===== src/rtl/bcd_pkg.sv =====
// Shared BCD definitions: digit type, digit limits and a validity helper
// used by the counter and its per-digit slice.
package bcd_pkg;

  typedef logic [3:0] bcd_digit_t;

  localparam bcd_digit_t BCD_MAX = 4'd9;
  localparam bcd_digit_t BCD_MIN = 4'd0;

  function automatic logic bcd_valid(input bcd_digit_t d);
    return (d <= BCD_MAX);
  endfunction

endpackage


===== src/rtl/bcd_digit.sv =====
// One decimal digit of the cascaded counter: load, increment or decrement,
// with carry/borrow outputs that ripple into the next more significant digit.
module bcd_digit
  import bcd_pkg::*;
(
  input  logic       clk,
  input  logic       rst,
  input  logic       inc,
  input  logic       dec,
  input  logic       load,
  input  bcd_digit_t load_digit,
  output bcd_digit_t digit,
  output logic       carry_out,
  output logic       borrow_out
);

  always_ff @(posedge clk or posedge rst) begin
    if (rst) begin
      digit <= BCD_MIN;
    end else if (load) begin
      digit <= load_digit;
    end else if (inc) begin
      digit <= (digit == BCD_MAX) ? BCD_MIN : digit + 4'd1;
    end else if (dec) begin
      digit <= (digit == BCD_MIN) ? BCD_MAX : digit - 4'd1;
    end
  end

  assign carry_out  = inc & (digit == BCD_MAX);
  assign borrow_out = dec & (digit == BCD_MIN);

endmodule


===== src/rtl/bcd_updown_counter.sv =====
// Cascaded BCD up/down counter with wrap or saturate ends and terminal count.
// Define BCD_LOAD_EN to enable the checked parallel load and the ERR pulse.
module bcd_updown_counter
  import bcd_pkg::*;
#(
  parameter int DIGITS = 4,
  parameter int WRAP   = 1
) (
  input  logic                  CLK_in,
  input  logic                  RESET,
  input  logic                  EN,
  input  logic                  UP,
  input  logic                  LOAD,
  input  logic [4*DIGITS-1:0]   LOAD_VAL,
  output logic [4*DIGITS-1:0]   BCD_out,
  output logic                  TC,
  output logic                  ERR
);

  localparam bit SATURATE = (WRAP == 0);

  logic [DIGITS:0]     inc_c;
  logic [DIGITS:0]     dec_c;
  logic [4*DIGITS-1:0] load_word;
  logic                load_ok;
  logic                count_en;
  logic                all_nine;
  logic                all_zero;
  logic                unused_chain;

  always_comb begin
    all_nine = 1'b1;
    all_zero = 1'b1;
    for (int i = 0; i < DIGITS; i++) begin
      if (BCD_out[4*i +: 4] != BCD_MAX) all_nine = 1'b0;
      if (BCD_out[4*i +: 4] != BCD_MIN) all_zero = 1'b0;
    end
  end

  // In saturate mode the least significant digit is simply never stepped past an end.
  assign inc_c[0] = count_en &  UP & ~(SATURATE & all_nine);
  assign dec_c[0] = count_en & ~UP & ~(SATURATE & all_zero);

  assign TC = EN & ((UP & all_nine) | (~UP & all_zero));

`ifdef BCD_LOAD_EN
  logic load_valid;

  always_comb begin
    load_valid = 1'b1;
    for (int i = 0; i < DIGITS; i++) begin
      if (!bcd_valid(LOAD_VAL[4*i +: 4])) load_valid = 1'b0;
    end
  end

  // Any load strobe, accepted or rejected, blocks counting on that edge.
  assign load_ok   = LOAD & load_valid;
  assign count_en  = EN & ~LOAD;
  assign load_word = LOAD_VAL;

  always_ff @(posedge CLK_in or posedge RESET) begin
    if (RESET) begin
      ERR <= 1'b0;
    end else begin
      ERR <= LOAD & ~load_valid;
    end
  end

  assign unused_chain = ^{inc_c[DIGITS], dec_c[DIGITS]};
`else
  assign load_ok   = 1'b0;
  assign count_en  = EN;
  assign load_word = '0;
  assign ERR       = 1'b0;

  assign unused_chain = ^{inc_c[DIGITS], dec_c[DIGITS], LOAD, LOAD_VAL};
`endif

  for (genvar i = 0; i < DIGITS; i++) begin : g_digit
    bcd_digit u_digit (
      .clk        (CLK_in),
      .rst        (RESET),
      .inc        (inc_c[i]),
      .dec        (dec_c[i]),
      .load       (load_ok),
      .load_digit (load_word[4*i +: 4]),
      .digit      (BCD_out[4*i +: 4]),
      .carry_out  (inc_c[i+1]),
      .borrow_out (dec_c[i+1])
    );
  end

endmodule


===== config.mk =====
export PLATFORM = sky130hd
export DESIGN_NAME = bcd_updown_counter
export DESIGN_NICKNAME = d
export VERILOG_FILES = /design/src/rtl/bcd_pkg.sv /design/src/rtl/bcd_digit.sv /design/src/rtl/bcd_updown_counter.sv
export SDC_FILE = /design/constraint.sdc
export NUM_CORES = 1
export LEC_CHECK = 0
export ABC_AREA = 1
export CAP_MARGIN = 30
export CORE_MARGIN = 2
export CORE_UTILIZATION = 30
export DETAILED_ROUTE_END_ITERATION = 16
export HOLD_SLACK_MARGIN = 0.06
export SYNTH_ARGS = -nofsm -noshare
export SYNTH_HDL_FRONTEND = slang
export SYNTH_SLANG_ARGS = --single-unit

===== constraint.sdc =====
create_clock -name CLK_in -period 3.9 [get_ports CLK_in]
set_input_delay 0.585 -clock CLK_in [delete_from_list [all_inputs] [get_ports CLK_in]]
set_output_delay 0.585 -clock CLK_in [all_outputs]
set_load 0.005 [all_outputs]

Yosys cells after proc, flatten, opt, wreduce, memory -nomap -nowiden
Index checks and enable logic that the tools add are counted.
Cells by class
  bitwise logic cells: 13
  equal/unequal tests: 8
  mux-type cells: 24
  reductions and logical operators: 12
  $add $sub $neg: 8
Operators with widths (count)
  $mux 4: 16
  $add 4x1->4 const B: 4
  $eq 4x4->1 const B: 4
  $logic_not 4->1: 4
  $ne 4x4->1 const B: 4
  $reduce_bool 4->1: 4
  $sub 4x1->4 const B: 4
  $and 1x1->1: 11
  $mux 1: 8
  $reduce_bool 2->1: 4
  $not 1->1: 1
  $or 1x1->1: 1
Word-level totals
  logic and storage cells: 69
  output and inout port bits: 18
  register bits after elaboration: 16

Longest topological paths before layout
  depth in word-level cells: 8
  depth in mapped cells: 9

Cells and area by module
From an unflattened synthesis, not the netlist that was laid out.
Unflattened totals
  cell total of the unflattened synthesis: 293
  area, all modules: 1581.5 µm²
By module, submodules not included
  bcd_digit: sequential area each 100.1 µm², area an instance 355.3 µm², times used 4, cells an instance 64
  bcd_updown_counter: sequential area each 0.0 µm², area an instance 160.2 µm², times used 1, cells an instance 37

Worst setup path before layout
No wires, ideal clock.
  kind: input-to-output
  from: in EN
  to: out TC
  arrival: 1200 ps
  data required time: 3315 ps
  slack: 2115 ps
  cell stages on the path: 6
  path buffers: 0
  cell sequence: inv_2 nor2_2 nand2_1 nor2_4 nand3_4 o22ai_1
On the way
  longest elaborated chain between the ends: 1
RTL lines
  start: declaration: line bcd_updown_counter.sv:11  | input logic EN,
  $and 1x1->1: line bcd_updown_counter.sv:44  | assign TC = EN & ((UP & all_nine) | (~UP & all_zero));
  end: declaration: line bcd_updown_counter.sv:16  | output logic TC,
No other way between the ends.

Worst setup path after layout
Same ends and word-level chain as after synthesis.

==> flow_metrics.env <==
export IMPL_p_leak_nw=0.744
export IMPL_cp_required_ns=3.31
export IMPL_fin_crit_ns=2.99
export IMPL_grt_antenna_before_repair=0
export IMPL_synth_edf_count=0
export IMPL_postRouteAntennaNets=0
export IMPL_start_kind="input pin"
export IMPL_largest_register="g_digit.u_digit.digit"
export IMPL_gp_congestion=0.821
export IMPL_fmax_ghz=0.334
export IMPL_setup_viol=0
export IMPL_rows=23
export IMPL_ys_warn_count=0
export IMPL_syn_inst=188
export IMPL_num_antenna_cells=0
export IMPL_yosys_top_cells_area="dfrtp_1 (31%), nand2_1 (17%), nand3_1 (9.4%), inv_1 (5.3%), nor2_1 (4.1%)"
export IMPL_timing_slew_headroom_pct=58.2
export IMPL_grtUsageTotal_pct=11.5
export IMPL_nFillCells=432
export IMPL_drt_iter0_markers=98
export IMPL_status="completed"
export IMPL_cts_root_buf="clkbuf_8"
export IMPL_multi_input_area_um2=781
export IMPL_drc=0
export IMPL_max_stage_delay_ns=0.59
export IMPL_ys_async_sr_fraction_pct=100
export IMPL_synth_top_area_share_pct=31.3
export IMPL_hold_path_startpoint="g_digit[1].u_digit.digit[0]$_DFFE_PP0P_"
export IMPL_crit_buf_inv=3
export IMPL_reg2reg_slack_ns=2.40
export IMPL_path_common_cell="clkdlybuf4s50_1"
export IMPL_drv_slew=0
export IMPL_routedWlPerCell_um=10.5
export IMPL_clk_pin_slew_ns=0.06
export IMPL_fin_nets=233
export IMPL_drive_gt1_share_pct=13.8
export IMPL_drt_first_pass_iters=4
export IMPL_hpwl_mm=2.07
export IMPL_hp_class="reg -> reg"
export IMPL_syn_to_final_growth_pct=23.2
export IMPL_powerDensity_mw_per_mm2=549
export IMPL_portBuffers=20
export IMPL_cts_tree="built"
export IMPL_ir_worst_vdd_v=0.000238
export IMPL_die_w_um=69.3
export IMPL_routed_wl_mm=2.73
export IMPL_die_area_mm2=0.00480
export IMPL_grt_overflow=0
export IMPL_path_depth=8
export IMPL_synth_cell_types=26
export IMPL_fin_setup_tns_ns=0
export IMPL_worstMarginPinSlew_ns=0.626
export IMPL_cp_slowest_cell="clkdlybuf4s50_1"
export IMPL_worstPathMaxFanout=6
export IMPL_crit_arrival_ns=2.41
export IMPL_crit_path_end_kind="primary output"
export IMPL_numCtsBuffers=3
export IMPL_via_per_inst=4.65
export IMPL_ys_ff_latch=16
export IMPL_r2r_cells=8
export IMPL_cts_sinks=16
export IMPL_skew_ns=0.00233
export IMPL_syn_nets=209
export IMPL_hold_depth=1
export IMPL_top_regs="g_digit.u_digit.digit (16)"
export IMPL_grt_max_degree=17
export IMPL_seq_area_um2=400
export IMPL_clkLatencyLatePin_ns=0.25
export IMPL_yosysTopAreaCell="dfrtp_1"
export IMPL_clockBufferDepth=2
export IMPL_post_cts_setup_buffer_count=0
export IMPL_synth_area_mm2=0.00128
export IMPL_critPathKind="in -> out"
export IMPL_grt_pass1_vias=1040
export IMPL_holdPathEnd="g_digit[1].u_digit.digit[0]$_DFFE_PP0P_"
export IMPL_cap_violations=0
export IMPL_cts_hold_buffers=0
export IMPL_post_cts_resized=0
export IMPL_fin_crit_sh_pct=76.7
export IMPL_die_y_um=69.3
export IMPL_grt_pass1_wl_mm=4.64
export IMPL_vias=1210
export IMPL_largest_reg_flops=16
export IMPL_grt_setup_unrepaired="no"
export IMPL_hold_slack_ns=0.555
export IMPL_synth_commonest_cells="nand2_1 (58), nand3_1 (24), inv_1 (18)"
export IMPL_yosysSeqAreaShare_pct=31.3
export IMPL_synth_ff_type="dfrtp_1"
export IMPL_syn_area_per_cell_um2=6.80
export IMPL_startpoint="EN"
export IMPL_htreeDepth=1
export IMPL_initial_utilization_pct=31.5
export IMPL_worstReg2RegStart="g_digit[1].u_digit.digit[2]$_DFFE_PP0P_"
export IMPL_hold_violations=0
export IMPL_path_cells="clkdlybuf4s50_1, inv_2, nor2_2, nand2_1, nor2_4, nand3_4, o22ai_1, clkdlybuf4s50_1"
export IMPL_crit_family="buffers and inverters"
export IMPL_core_area_mm2=0.00406
export IMPL_ios=39
export IMPL_timing_rr_end="g_digit[2].u_digit.digit[3]$_DFFE_PP0P_"
export IMPL_synth_most_common_cell="nand2_1"
## layout by cell type (no fill, tap or decap), drive strengths merged, types with 2 or more instances in the layout
| cell | synthesis | routed |
|---|---|---|
| clkbuf | 0 | 3 |
| clkdlybuf4s50 | 0 | 20 |
| dfrtp | 16 | 16 |
| inv | 24 | 24 |
| nand2 | 65 | 65 |
| nand3 | 27 | 27 |
| nand4 | 2 | 2 |
| nor2 | 23 | 23 |
| nor3 | 3 | 3 |
| o211ai | 4 | 4 |
| o21ai | 10 | 10 |
| xor2 | 6 | 6 |
## routing by layer
metal	track usage (%)	share of wire, %	vias to the layer above	wire length [um]
met4	3.05	1.1	0	30
met5	0	0	-	0
met2	17.1	45	16	1230
met3	3.05	3.3	4	91
li1	-	-	649	-
met1	16.6	51	541	1390
## worst register-to-register path, delay by kind of cell, from the launching register on
family / cells / cell delay (ns)
and+or+nand+nor: 6 / 0.74
buffers and inverters: 2 / 0.20
DFF: 1 / 0.45
## stage by stage
step / setup WS (ns) / power, W / util (%) / instance area [um^2] / instances
finish: 0.908 / 0.000865 / 38.8 / 1580 / 260
global route: 0.819 / 0.000948 / 38.8 / 1580 / 260
CTS: 0.881 / 0.000876 / 38.8 / 1580 / 260
detailed placement: 0.890 / 0.000749 / 37.8 / 1530 / 257
global placement: 0.876 / 0.000749 / 37.8 / 1530 / 257
floorplan: 2.11 / 0.000583 / - / 1280 / 188
## how the worst max path moves through the flow
stage,slack [ns],to
final,0.91,TC
after global routing,0.82,TC
after CTS,0.88,TC
after detailed placement,0.89,TC
after global placement,0.88,TC
after floorplan,2.11,TC
## cell families after synthesis
group	count (synthesis)	share of synthesized area, %
flops	16	31.3
xor+xnor	6	4.70
compound gates	19	8.90
buf+inv	25	7.63
simple gates	121	47.2
other cells	1	0.293
## final cells by class
type,count,share of cell area (%)
Multi-Input combinational cell,147,49.6
Inverter,24,5.72
Sequential cell,16,25.4
Timing Repair Buffer,20,12.7
Tap cell,50,3.97
Clock buffer,3,2.62
## power breakdown
group	total, W	switching (W)	internal [W]
Combinational	0.000435	0.000231	0.000204
Clock	0.000122	0.0000534	0.0000684
Sequential	0.000308	0.0000891	0.000219
Power figures use the tool's default switching activity.
